[src/rtl/sb_clk_gate_ctrl.sv]
// Enable controller for the sideband clock-gating cell: wake settle, steady on,
// idle hysteresis, and a per-requester REQ/ACK handshake while the clock runs.
module sb_clk_gate_ctrl #(
  parameter int N_REQ       = 3,
  parameter int WAKE_CYCLES = 4,
  parameter int IDLE_CYCLES = 8
) (
  input  logic             clk_i,
  input  logic             rst_i,
  input  logic [N_REQ-1:0] req_i,
  input  logic             force_on_i,
  output logic [N_REQ-1:0] ack_o,
  output logic             clk_en_o,
  output logic [1:0]       gate_state_o
);

  localparam logic [1:0] S_OFF  = 2'd0;
  localparam logic [1:0] S_WAKE = 2'd1;
  localparam logic [1:0] S_ON   = 2'd2;
  localparam logic [1:0] S_IDLE = 2'd3;

  localparam int MAX_CNT = (WAKE_CYCLES > IDLE_CYCLES) ? WAKE_CYCLES : IDLE_CYCLES;
  localparam int CNT_W   = (MAX_CNT < 1) ? 1 : $clog2(MAX_CNT + 1);

  localparam logic [CNT_W-1:0] WAKE_LD = CNT_W'(WAKE_CYCLES);
  localparam logic [CNT_W-1:0] IDLE_LD = CNT_W'(IDLE_CYCLES);
  localparam logic [CNT_W-1:0] CNT_ONE = CNT_W'(1);

  logic [1:0]       state_q, state_d;
  logic [CNT_W-1:0] cnt_q, cnt_d;
  logic             clk_en_q, clk_en_d;
  logic [N_REQ-1:0] ack_q, ack_d;
  logic             any_req;

  // FORCE_ON keeps the clock running like a request but never earns an ACK.
  assign any_req = (|req_i) | force_on_i;

  always_comb begin
    state_d  = state_q;
    cnt_d    = cnt_q;
    clk_en_d = clk_en_q;
    ack_d    = '0;
    case (state_q)
      S_OFF: begin
        clk_en_d = 1'b0;
        if (any_req) begin
          state_d  = S_WAKE;
          clk_en_d = 1'b1;
          cnt_d    = WAKE_LD;
        end
      end
      S_WAKE: begin
        clk_en_d = 1'b1;
        if (cnt_q == '0) state_d = S_ON;
        else             cnt_d   = cnt_q - CNT_ONE;
      end
      S_ON: begin
        clk_en_d = 1'b1;
        ack_d    = req_i;
        // Wait for every ACK to drain before starting hysteresis.
        if (!any_req && (ack_q == '0)) begin
          state_d = S_IDLE;
          cnt_d   = IDLE_LD;
        end
      end
      S_IDLE: begin
        clk_en_d = 1'b1;
        if (any_req) begin
          state_d = S_ON;
        end else if (cnt_q == '0) begin
          state_d  = S_OFF;
          clk_en_d = 1'b0;
        end else begin
          cnt_d = cnt_q - CNT_ONE;
        end
      end
      default: begin
        state_d  = S_OFF;
        clk_en_d = 1'b0;
        cnt_d    = '0;
      end
    endcase
  end

  always_ff @(posedge clk_i or posedge rst_i) begin
    if (rst_i) begin
      state_q  <= S_OFF;
      cnt_q    <= '0;
      clk_en_q <= 1'b0;
      ack_q    <= '0;
    end else begin
      state_q  <= state_d;
      cnt_q    <= cnt_d;
      clk_en_q <= clk_en_d;
      ack_q    <= ack_d;
    end
  end

  assign ack_o        = ack_q;
  assign clk_en_o     = clk_en_q;
  assign gate_state_o = state_q;

endmodule

[config.mk]
export PLATFORM = sky130hd
export DESIGN_NAME = sb_clk_gate_ctrl
export DESIGN_NICKNAME = d
export VERILOG_FILES = /design/src/rtl/sb_clk_gate_ctrl.sv
export SDC_FILE = /design/constraint.sdc
export NUM_CORES = 1
export LEC_CHECK = 0
export CAP_MARGIN = 20
export CORE_MARGIN = 5
export CORE_UTILIZATION = 40
export DETAILED_ROUTE_END_ITERATION = 6
export GPL_ROUTABILITY_DRIVEN = 0
export SLEW_MARGIN = 25
export SYNTH_ARGS = -nofsm -noshare
export SYNTH_HDL_FRONTEND = slang
export SYNTH_SLANG_ARGS = --single-unit
[constraint.sdc]
create_clock -name clk_i -period 2.1 [get_ports clk_i]
set_input_delay 0.42 -clock clk_i [delete_from_list [all_inputs] [get_ports clk_i]]
set_output_delay 0.42 -clock clk_i [all_outputs]
set_load 0.02 [all_outputs]
# Word level (Yosys, flattened, before mapping)

Cells that the tools add are included.

Register bits after elaboration: 10
Bits in latches: 0
Bits in writable memories: 0
Memory bits (read-only): 0
Bits of input ports: 6
Word-level logic and storage cells: 39
Memories: 0

$add $sub $neg: 1
$mul: 0
Divide/modulo/power cells: 0
Order comparisons: 0
Eq/ne operators: 8
Shifts and indexed selects: 0
Mux-type cells: 16
Bitwise gates (word level): 1
Reductions and logical operators: 9

Operators with widths:

| operator            | number |
|---|---|
| $mux 4              | 4 |
| $pmux 4 s4          | 1 |
| $mux 2              | 5 |
| $ne 2x2->1 const B  | 4 |
| $pmux 2 s4          | 1 |
| $eq 2x2->1 const B  | 2 |
| $logic_not 4->1     | 1 |
| $reduce_and 4->1    | 1 |
| $sub 4x1->4 const B | 1 |
| $logic_not 3->1     | 1 |
| $mux 1              | 3 |
| $mux 3              | 1 |
| $ne 3x3->1 const B  | 1 |
| $pmux 1 s3          | 1 |
| $reduce_and 3->1    | 1 |
| $reduce_or 3->1     | 1 |
| $eq 2x1->1 const B  | 1 |
| $logic_not 2->1     | 1 |
| $reduce_or 2->1     | 1 |
| $logic_and 1x1->1   | 1 |
| $logic_not 1->1     | 1 |
| $or 1x1->1          | 1 |

# Depth between registers and ports, before layout

Depth in word-level cells: 6
Depth in mapped cells: 6
Depth with buffers taken out: 6

# Least setup slack after synthesis

No wires, ideal clock.

Path kind: input port to flip-flop
Start: in req_i[0]
End: reg cnt_q[0]
Arrival: 1.762 ns
Slack: 0.210 ns
Stages: 4
Path buffers: 0
Cell sequence: or4_4 o41ai_4 nand3_2 mux2_1

Cells in the longest elaborated chain, start to end: 6
Elaborated cells on any way between the ends: 8
Classes of those cells: eq/ne: 3; bitwise: 1; reduce/logical: 4

Ends and longest elaborated chain:

| what                                | RTL line | source |
|---|---|---|
| start: declaration                  | 10       | `input logic [N_REQ-1:0] req_i,` |
| $reduce_or 3->1 *                   | 36       | `assign any_req = (\|req_i) \| force_on_i;` |
| $or 1x1->1 *                        | 36       |  |
| $logic_not 1->1                     | 61       | `if (!any_req && (ack_q == '0)) begin` |
| $logic_and 1x1->1                   | 61       |  |
| $ne 2x2->1 (no source line)         | -        |  |
| $reduce_and 3->1 (no source line) * | -        |  |
| end signal: assignment              | 93       | `cnt_q <= cnt_d;` |
| end: declaration                    | 30       | `logic [CNT_W-1:0] cnt_q, cnt_d;` |

Mark *: on every way between the ends. The rest lies on a longest branch, timed or not.
A chain may end at the register's enable or synchronous reset.

# Final worst setup path

Same ends and word-level chain as after synthesis.

==> summary.md <==
| Metric | Value |
|---|---|
| Slew @ Worst Pin | 400 ps |
| Routed length per placed instance | ~14 um |
| P&R area growth vs syn | 34.0% |
| FF+latch count, synth | 10 |
| Mapped Area | around 630 um^2 |
| CP max FO | 3 |
| DRT iter0 DRCs | 27 |
| Syn nets | 73 |
| Final core occ | 0.563 |
| Ratio of cells with drive above 1 in the final layout | 0.181 |
| Max clock buf depth | 2 |
| Initial antenna violation count | 0 |
| PortBufs | 11 |
| Post-Place Cell Area | 816 um^2 |
| Vias in the first global route | 520 |
| DRT Pass-1 Iters | 4 |
| Total grt overflow | 0 |
| Total setup buffers inserted after CTS | 0 |
| Clk Latency, worst-skew pair | around 270 ps |
| Switching pwr | about 550 uW |
| Final-report setup violation count | 0 |
| Post-synthesis sequential area ratio | 0.400 |
| Post-place setup slack | -189 ps |
| Routed Antenna Nets | 0 |
| Worst setup margin | between 100 and 150 ps |
| First-pass GRT wire length | around 2400 um |
| TritonCTS Buffers | 3 |
| Synth warn | 0 |
| Crit end category | register |
| CTS resizes | 0 |
| Synth Area per Inst | between 10 and 15 um^2 |
| Status | complete, no violations |
| Fin area | 838 um^2 |
| Worst r2r path cells | 6 |
| Die H | just under 50 um |
| Unrepaired setup endpoints after global routing | false |
| R2R Path Start | gate_state_o[1]$_DFFE_PP0P_ |
| Largest net degree at the start of global routing | 11 |
| Final hold vios | 0 |
| H-tree levels | 1 |
| CP required | 2260 ps |
| Tmin final | about 2000 ps |
| CTS tree | done |
| Die Wd | around 50 um |
| Crit share post-route | 0.951 |
| Metal-1 WL | roughly 670 um |
| Initial Utilization | 0.420 |
| Final #Nets | 97 |
| Max layer used | met3 |
| Core ar. | about 1500 um^2 |
| Crit. Startpoint | req_i[0] |
| Worst setup path class | in -> reg |
| Tot GR Track Use | 0.124 |
| Highest-count cells in the layout ignoring fill and taps | clkdlybuf4s50_1 (11), dfrtp_1 (10), buf_4 (8) |
| Hpwl dp | approximately 1100 um |
| Vias after detailed routing | roughly 550 |
| Commonest non-fill, non-tap cell in the layout | clkdlybuf4s50_1 |
| Sequential Power Share | 0.293 |
| Io pins | 12 |
| Yosys top cell area share | 0.400 |
| Clk sink count | 10 |
| PD cells | 1510 nW/um^2 |
| Clock root cell | clkbuf_4 |
| Placement Rows | 14 |
| Max-cap violations | 0 |
| Slew Limit Fails | 0 |
| Clk pwr share | 0.108 |
| R2r setup slk | 270 ps |
| Vias per cell | approximately 5.5 |
| Synth top area cells | dfrtp_1 (40%), ha_1 (12%), o41ai_4 (4.4%), inv_1 (3.6%), mux2_1 (3.6%) |
| Crit path largest cell delay | ~570 ps |
| R2R Path End | cnt_q[0]$_DFFE_PP0P_ |
| Worst VDD drop | roughly 0.74 mV |
| Final WL | between 1000 and 1500 um |
| Metal2 WL | approximately 650 um |
| Hold-fix buffers, CTS | 0 |
| Reg clk slew, reported paths | about 70 ps |
| Worst Skew | around 0.72 ps |
| Slowest CP cell | or4_4 |
| Rel. slew slack | 0.733 |
| Fmax | 501 MHz |
| Setup crit end | cnt_q[0]$_DFFE_PP0P_ |
| Hold Crit Class | in -> async |
| Sw Share | 0.434 |
| Power share of the combinational group | 0.599 |
| DRC | 0 |
| Int Power | about 720 uW |
| Mapped Cells | 61 |
| Yosys top cell by area | dfrtp_1 |
| Leak pwr | around 0.00038 uW |
| Unique cell type count in the Yosys netlist | 28 |
| N_diodes | 0 |
| Die area | 2450 um^2 |
| Crit start category | primary input |
| Crit path DAT | between 2000 and 2500 ps |
| Wire length on met3 | approximately 90 um |
| CP cell instances | clkdlybuf4s50_1, or4_4, o41ai_4, nand3_2, mux2_1 |
[logic make-up after synthesis]
logic type	Yosys count	synth area share
AND/OR/NAND/NOR	23	0.216
AO/OA/AOI/OAI	13	0.176
flip-flops	10	0.400
buffers and inverters	6	0.0360
adder cells (fa/ha/maj)	6	0.120
multiplexers	3	0.0520
[sequential cells by signal (all words and copies together), names as in the netlist]
register and cells:
cnt_q 4, ack_o 3, gate_state_o 2, clk_en_o 1
[final cells by class]
class                           count  area, um^2
Clock buffer                        3        22.5
Sequential cell                    10         250
Fill cell                         131         651
Timing Repair Buffer               19         170
Inverter                            6        22.5
Tap cell                           16        20.0
Multi-Input combinational cell     45         353
[synthesized netlist by cell type]
master,count
nand2b_1,1
nor4bb_1,1
a41oi_1,2
or2_2,1
or4_4,1
mux2_1,2
nand3_2,1
dfrtp_1,10
o41ai_4,1
nor4_1,1
nor3_1,3
o2bb2ai_1,1
o21ai_0,1
nor3b_1,1
nor2_1,5
o211ai_1,1
a21oi_1,4
inv_1,6
ha_1,6
a2bb2oi_1,1
and3_1,1
and2_1,3
mux2i_1,1
o2111ai_1,1
nand4_1,1
nand2_1,2
o22ai_1,1
nand3_1,1
[metal layers]
| metal | vias to the layer above | global-route usage |
|---|---|---|
| met5 | - | 0 |
| met4 | 0 | 0.0655 |
| met3 | 0 | 0.0301 |
| met2 | 20 | 0.174 |
| met1 | 255 | 0.174 |
| li1 | 272 | - |
[metrics by stage]
stage / cells / total power (uW) / hold slack [ps] / TNS (ps)
finish: 99 / 1270 / 431 / 0
global route: 99 / 1370 / 475 / 0
CTS: 99 / 1270 / 457 / 0
detailed placement: 96 / 1130 / 518 / -939
global placement: 96 / 1120 / 510 / -822
floorplan: 61 / 877 / 260 / 0
[power by group through the flow]
stage                     Clock [uW]  Combinational [uW]  Sequential, uW
after floorplan                    0                 471             406
after global placement             0                 744             374
after detailed placement           0                 751             375
after CTS                        135                 760             372
after global routing             146                 841             387
final                            137                 761             372
[worst max-delay path: cells and delay by family]
kind,cells,cell delay [ps]
AND/OR/NAND/NOR,2,740
buffers and inverters,1,410
multiplexers,1,330
AO/OA/AOI/OAI,1,250
[worst min path at each step]
| stage | end | cells past startpoint | start |
|---|---|---|---|
| finish | cnt_q[0]$_DFFE_PP0P_ | 2 | rst_i |
| floorplan | ack_o[0]$_DFF_PP0_ | 1 | rst_i |
| global placement | cnt_q[1]$_DFFE_PP0P_ | 1 | cnt_q[1]$_DFFE_PP0P_ |
| CTS | cnt_q[0]$_DFFE_PP0P_ | 2 | rst_i |
| detailed placement | cnt_q[1]$_DFFE_PP0P_ | 1 | cnt_q[1]$_DFFE_PP0P_ |
| global route | cnt_q[0]$_DFFE_PP0P_ | 2 | rst_i |
No activity file was read; power rests on OpenSTA's default activity.
